**src/rtl/wb_sel_stage.sv**
```systemverilog
// Writeback stage: picks the register-file write source, drops killed instructions,
// and stalls on outstanding load data while exposing the pending destination for forwarding.
module wb_sel_stage #(
  parameter int DW       = 32,
  parameter int AW       = 5,
  parameter int PC_OFF   = 8,
  parameter int LOAD_TMO = 15
) (
  input  logic            clk,
  input  logic            resetn,
  input  logic            in_valid,
  output logic            in_ready,
  input  logic [2:0]      rf_wsel,
  input  logic            mem_rf_nwe,
  input  logic [AW-1:0]   rf_waddr_in,
  input  logic            mem_cp0_ex,
  input  logic            int_flush,
  input  logic [DW-1:0]   pc,
  input  logic [DW-1:0]   alu_in,
  input  logic [DW-1:0]   rs_in,
  input  logic [DW-1:0]   cp0_in,
  input  logic [2*DW-1:0] hilo_in,
  input  logic [DW-1:0]   ram_in,
  input  logic            ram_valid,
  output logic            rf_we,
  output logic [AW-1:0]   rf_waddr,
  output logic [DW-1:0]   rf_wdata,
  output logic            fwd_valid,
  output logic [AW-1:0]   fwd_addr,
  output logic            load_err
);

  localparam int CW = $clog2(LOAD_TMO + 1);

  typedef enum logic {IDLE, WAIT_LOAD} state_t;

  state_t        state, state_next;
  logic [CW-1:0] cnt, cnt_next;
  logic [AW-1:0] load_addr, load_addr_next;
  logic          rf_we_next, fwd_valid_next, load_err_next;
  logic [AW-1:0] rf_waddr_next, fwd_addr_next;
  logic [DW-1:0] rf_wdata_next;
  logic [DW-1:0] src, pc8;
  logic          eff, is_ram;

  assign pc8      = pc + DW'(PC_OFF);
  assign is_ram   = (rf_wsel == 3'b011);
  assign in_ready = (state == IDLE);
  // Register 0 and "no source" are folded into the write-effective test so nothing downstream sees them.
  assign eff = in_valid && !(mem_cp0_ex || int_flush) && mem_rf_nwe &&
               (rf_wsel != 3'b000) && (rf_waddr_in != '0);

  always_comb begin
    src = '0;
    case (rf_wsel)
      3'b001:  src = alu_in;
      3'b010:  src = rs_in;
      3'b011:  src = ram_in;
      3'b100:  src = hilo_in[2*DW-1:DW];
      3'b101:  src = hilo_in[DW-1:0];
      3'b110:  src = pc8;
      3'b111:  src = cp0_in;
      default: src = '0;
    endcase
  end

  always_comb begin
    state_next     = state;
    cnt_next       = cnt;
    load_addr_next = load_addr;
    rf_we_next     = 1'b0;
    rf_waddr_next  = '0;
    rf_wdata_next  = '0;
    fwd_valid_next = 1'b0;
    fwd_addr_next  = '0;
    load_err_next  = load_err;
    case (state)
      IDLE: begin
        if (eff) begin
          fwd_valid_next = 1'b1;
          fwd_addr_next  = rf_waddr_in;
          if (is_ram && !ram_valid) begin
            state_next     = WAIT_LOAD;
            cnt_next       = '0;
            load_addr_next = rf_waddr_in;
          end else begin
            rf_we_next    = 1'b1;
            rf_waddr_next = rf_waddr_in;
            rf_wdata_next = src;
          end
        end
      end
      WAIT_LOAD: begin
        if (int_flush) begin
          state_next = IDLE;
          cnt_next   = '0;
        end else if (ram_valid) begin
          state_next     = IDLE;
          cnt_next       = '0;
          rf_we_next     = 1'b1;
          rf_waddr_next  = load_addr;
          rf_wdata_next  = ram_in;
          fwd_valid_next = 1'b1;
          fwd_addr_next  = load_addr;
        end else begin
          fwd_valid_next = 1'b1;
          fwd_addr_next  = load_addr;
          if (cnt != CW'(LOAD_TMO)) cnt_next = cnt + 1'b1;
          if (cnt_next == CW'(LOAD_TMO)) load_err_next = 1'b1;
        end
      end
      default: state_next = IDLE;
    endcase
  end

  always_ff @(posedge clk or negedge resetn) begin
    if (!resetn) begin
      state     <= IDLE;
      cnt       <= '0;
      load_addr <= '0;
      rf_we     <= 1'b0;
      rf_waddr  <= '0;
      rf_wdata  <= '0;
      fwd_valid <= 1'b0;
      fwd_addr  <= '0;
      load_err  <= 1'b0;
    end else begin
      state     <= state_next;
      cnt       <= cnt_next;
      load_addr <= load_addr_next;
      rf_we     <= rf_we_next;
      rf_waddr  <= rf_waddr_next;
      rf_wdata  <= rf_wdata_next;
      fwd_valid <= fwd_valid_next;
      fwd_addr  <= fwd_addr_next;
      load_err  <= load_err_next;
    end
  end

endmodule

```
**config.mk**
```make
export PLATFORM = sky130hd
export DESIGN_NAME = wb_sel_stage
export DESIGN_NICKNAME = d
export VERILOG_FILES = /design/src/rtl/wb_sel_stage.sv
export SDC_FILE = /design/constraint.sdc
export NUM_CORES = 1
export LEC_CHECK = 0
export BUFFER_PORTS_ARGS = -buffer_cell sky130_fd_sc_hd__buf_2
export CAP_MARGIN = 5
export CORE_MARGIN = 5
export CORE_UTILIZATION = 39
export CTS_CLUSTER_SIZE = 14
export DETAILED_ROUTE_END_ITERATION = 10
export PLACE_DENSITY = 0.82
export SYNTH_ARGS = -nofsm -noshare
export SYNTH_HDL_FRONTEND = slang
export SYNTH_SLANG_ARGS = --single-unit
export TNS_END_PERCENT = 100
```
**constraint.sdc**
```tcl
create_clock -name clk -period 1.7 [get_ports clk]
set_input_delay 0.085 -clock clk [delete_from_list [all_inputs] [get_ports clk]]
set_output_delay 0.085 -clock clk [all_outputs]
set_load 0.005 [all_outputs]
```
# Yosys cells after proc, flatten, opt, wreduce, memory -nomap -nowiden
# Cells that the tools add are included.
[word_totals]
regBits = 55
ram_bits = 0
inputBits = 239
romBits = 0
latchBits = 0
mem_count = 0
out_inout_bits = 46
wordCells = 74
[classes]
div = 0
order_cmp = 0
bitwise = 3
n_eq_ne = 11
mux = 36
multipliers = 0
addsub = 2
n_reduce_logical = 13
shifts = 0
[ops]
columns = ["cell", "n"]
rows = [
  ["$pmux 32 s7", 1],
  ["$mux 32", 4],
  ["$pmux 32 s2", 1],
  ["$add 32x4->32 const B", 1],
  ["$mux 4", 8],
  ["$mux 5", 6],
  ["$pmux 5 s2", 2],
  ["$eq 3x3->1 const B", 4],
  ["$mux 1", 10],
  ["$pmux 4 s2", 1],
  ["$eq 3x2->1 const B", 2],
  ["$pmux 1 s2", 3],
  ["$logic_and 1x1->1", 5],
  ["$reduce_bool 5->1", 1],
  ["$add 4x1->4 const B", 1],
  ["$eq 4x4->1 const B", 1],
  ["$ne 2x1->1 const B", 2],
  ["$ne 4x4->1 const B", 1],
  ["$reduce_and 4->1", 1],
  ["$eq 3x1->1 const B", 1],
  ["$not 1->1", 3],
  ["$reduce_and 3->1", 1],
  ["$reduce_bool 3->1", 1],
  ["$logic_not 1->1", 2],
  ["2 further kinds", 2],
]

# Logic depth before layout (Yosys ltp)
[depth]
ltp_word = 8
ltp_mapped = 8
depth_no_buf = 6

# Worst setup path after synthesis
# Ideal clock, no wire load.
[synth_path]
path_kind = "register to register"
startpoint = "register state"
endpoint = "register rf_wdata[17]"
period_less_slack_ps = 1656
arrival_ps = 1560
t_required_ps = 1604
path_stages_with_launch = 8
n_path_buf = 3
setup_ps = 96
slack_ps = 44
path_cell_list = "dfrtp_1 > nor2b_1 > clkbuf_1 > and2_1 > clkbuf_1 > clkbuf_1 > a22oi_1 > o31ai_1"
[synth_via]
elab_chain_len = 2
[synth_rtl]
columns = ["element", "line_no", "text"]
rows = [
  ["start: declaration", "37", "state_t state, state_next;"],
  ["start signal: assignment", "128", "state <= state_next;"],
  ["$not 1->1 (no line)", "n/a", ""],
  ["$pmux 32 s2 *", "77", "case (state)"],
  ["via rf_wdata_next[17]", "42", "logic [DW-1:0] rf_wdata_next;"],
  ["end signal: assignment", "133", "rf_wdata <= rf_wdata_next;"],
  ["end: declaration", "27", "output logic [DW-1:0] rf_wdata,"],
]
# The timed path passes the listed nets; every way through them passes the cells marked *.
# A chain may end at the register's enable or synchronous reset.

# Worst setup path after layout
[layout_path]
startpoint = "register cnt[0]"
endpoint = "register load_err"
[layout_via]
elab_chain_len = 7
elab_cells_between_ends = 8
classes_between = "add/sub: 1; eq/ne: 2; mux: 4; reduce/logical: 1"
[layout_rtl]
columns = ["element", "line_no", "text"]
rows = [
  ["start: declaration", "38", "logic [CW-1:0] cnt, cnt_next;"],
  ["start signal: assignment", "129", "cnt <= cnt_next;"],
  ["$add 4x1->4 or $ne 4x4->1 (tied branches)", "108", "if (cnt != CW'(LOAD_TMO)) cnt_next = cnt + 1'b1;"],
  ["$mux 4 *", "108", ""],
  ["$mux 4 *", "97", "end else if (ram_valid) begin"],
  ["$mux 4 *", "94", "if (int_flush) begin"],
  ["$mux 4 *", "77", ""],
  ["$eq 4x4->1 *", "109", "if (cnt_next == CW'(LOAD_TMO)) load_err_next = 1'b1;"],
  ["$reduce_and 4->1 (no line) *", "n/a", ""],
  ["end signal: assignment", "136", "load_err <= load_err_next;"],
  ["end: declaration", "30", "output logic load_err"],
]
# Every way passes the cells marked *; elsewhere a longest branch is shown, timed or not. The select of a mux whose other input is x is not followed.

==> reports/metrics.csv <==
metric,value,unit
ant_nets,0,
cp-start-kind,flop,
r2r_setup_slack,0.15,ns
hold_violations,0,
yosysWarningCount,0,
synthTopCellsByArea,"dfrtp_1, a221oi_1, mux2_2, o21ai_0, a22oi_1",
finalCriticalPeriod,1.548,ns
whs_path_depth,3,
crit_fanout,7,
fill_cells,974,
drive_above_1_share,48.40,%
yosysSeqAreaShare,32.14,%
tightest_slew,0.7259,ns
synthCells,477,
synth-main-ff-cell,dfrtp_1,
drc_errors,0,
avgRoutedWirePerCell,21.64,um
num_vias,5659,
clockBufferDepth,2,
area.sequential,1376,um2
synth_most_common_cell,dfrtp_1,
wl_met2,9.934,mm
grt_pass1_wl,30.22,mm
syn_to_final_growth,51.83,%
power.density,489.3,nW/um2
routed.top_layer,met4,
drt-initial-drc-count,687,
netlist_area,4283,um2
hpwl,16.68,mm
wirelength,20.60,mm
cts_tree,built,
pre_cts_slack,-0.1237,ns
rr_endpoint,load_err,
cap_violations,0,
crit_family,flip-flops,
slowest_stage,dfrtp_1,
fin_nets,1052,
ys_async_sr_fraction,100.0,%
slew_headroom,51.39,%
cp.arrival,1.77,ns
multi_input_area,2745,um2
grt_max_degree,56,
initial_utilization,39.68,%
worstSkewPairLatency,0.32,ns
leakagePower,3.303,nW
cts.sinks,55,
overflow,0,
grt_pass1_vias,5602,
post-synth-top-area-fraction,32.14,%
die_area,13180,um2
fin_ws,0.1516,ns
yosys.area.top_type,dfrtp_1,
cp-end-kind,flop,
rsz0062_at_grt,false,
die_h,114.8,um
coreArea,10790,um2
clock_skew,0.007146,ns
path_buf_inv,0,
hold_class,in -> reg,
cts-htree-levels,2,
setup_viol,0,
antenna_found_initial,0,
gp_congestion,0.9036,
power,3.182,mW
clock.fmax,0.6458,GHz
die_x,114.8,um
wl_met3,2.399,mm
path_clk_slew,0.11,ns
post-route-period-util,91.08,%
via_per_inst,5.944,
grtUsageTotal,29.57,%
outcome,"complete, no violations",
ir_drop,362.6,uV
reg2reg_depth,5,
avgSynthCellArea,8.979,um2
placementRows,38,
io_buffers,284,
required,1.92,ns
synth_nets,718,
hold_end,rf_wdata[23],
final_util,60.25,%
tns,0,ns
boundaryPins,285,
worstReg2RegStart,cnt[0],
firstDrtPassIters,6,
numCtsBuffers,5,
diodes,0,
yosys-top-cells-count,"dfrtp_1, nand2_1, o21ai_0, a221oi_1, nor2_1",
netlist-cell-type-count,62,
cpPeakStageDelay,0.48,ns
cts_root_buf,clkbuf_8,
synth.ff_latch_count,55,
synth-edff-count,0,
crit_type,reg -> reg,
slew_viol_final,0,
hold_start,ram_in[23],
path_cells,"ha_2, nand3_1, mux2i_1, nor2_1, a31o_2",
m1WireLength,7.734,mm
==> cell type report <==
type	count	share of cell area (%)
Clock inverter	3	0.3656
Clock buffer	5	1.058
Multi-Input combinational cell	383	42.22
Sequential cell	55	21.17
Timing Repair Buffer	361	32.21
Tap cell	140	2.694
Inverter	5	0.2886
==> where the power goes <==
group | internal [mW] | switching (mW)
Sequential | 1.34 | 0.0159
Combinational | 0.517 | 0.508
Clock | 0.300 | 0.507
Total | 2.15 | 1.03
==> metrics by stage <==
stage               cell area [um2]  hold slack, ns  std cells
finish                         6502        0.004328        952
global route                   6502        0.007417        952
CTS                            6500       0.0008088        952
detailed placement             6277          0.1097        931
global placement               6277          0.1074        931
floorplan                      4283         -0.2106        477
==> worst max-delay path by stage <==
stage | end | slack [ns] | depth (start not counted) | from
floorplan | rf_wdata[17] | 0.04 | 7 | state
global placement | rf_wdata[22] | -0.12 | 7 | rf_wsel[2]
detailed placement | rf_wdata[22] | -0.12 | 7 | rf_wsel[2]
CTS | load_err | 0.14 | 5 | cnt[0]
global route | load_err | 0.007 | 5 | cnt[0]
finish | load_err | 0.15 | 5 | cnt[0]
==> worst register-to-register path: stages (launching register included) <==
cell and delay, ns:
dfrtp_1 0.48, ha_2 0.27, nand3_1 0.16, mux2i_1 0.22, nor2_1 0.08, a31o_2 0.25
==> state kept, by name, summed over array words and instances, names as in the netlist <==
| signal | cells |
|---|---|
| rf_wdata | 32 |
| rf_we | 1 |
| load_addr | 5 |
| fwd_addr | 5 |
| rf_waddr | 5 |
| fwd_valid | 1 |
| cnt | 4 |
| load_err | 1 |
| state | 1 |
==> logic make-up (layout without fill, tap and decap cells) <==
| family | after synthesis | count (layout) | share of synthesized area (%) |
|---|---|---|---|
| AOI/OAI and AO/OA | 168 | 168 | 29.48 |
| and+or+nand+nor | 152 | 152 | 18.61 |
| DFF | 55 | 55 | 32.14 |
| muxes | 36 | 36 | 10.14 |
| buffers and inverters | 39 | 374 | 3.944 |
| adders and majority gates | 2 | 2 | 0.5842 |
| xor gates and xnor gates | 25 | 25 | 5.112 |
==> metal layers <==
metal	GRT usage, %	vias up
met4	8.529	0
met2	50.33	446
met5	0	-
met3	7.000	57
met1	37.55	2623
li1	-	2533
==> repair_timing <==
item                                    in CTS  in global routing
buffers inserted                             0                  0
hold buffers                                13                  0
gates resized for setup                      0                  1
endpoints found under the setup margin       0                  1
endpoints found under the hold margin       67                  0
==> layout by cell type (no fill, tap or decap), types with 3 or more instances in the layout <==
master         synthesis  final
xor2_1                17     17
a22o_1                18     18
nor3_1                14     14
a22oi_1               24     24
a32o_1                 6      6
mux2i_1               13     13
dlygate4sd3_1          0     13
a221o_1                4      4
and3b_1                3      3
buf_12                 0      5
and2_1                 7      7
and3_1                 8      8
xnor2_1                8      8
a221oi_1              33     33
buf_2                  8    284
mux4_2                 4      4
a222oi_1               4      4
buf_4                  3     59
nor2b_1                7      5
nor2_1                26     26
nand3_1               15     15
nand2_1               44     44
mux2_2                19     19
a21oi_1               14     14
o211ai_1               8      8
clkbuf_8               0      5
o21ai_0               37     37
nand4_1                6      6
dfrtp_1               55     55
nand2b_1               5      5
Note: power is estimated with default switching activity, not from simulation.
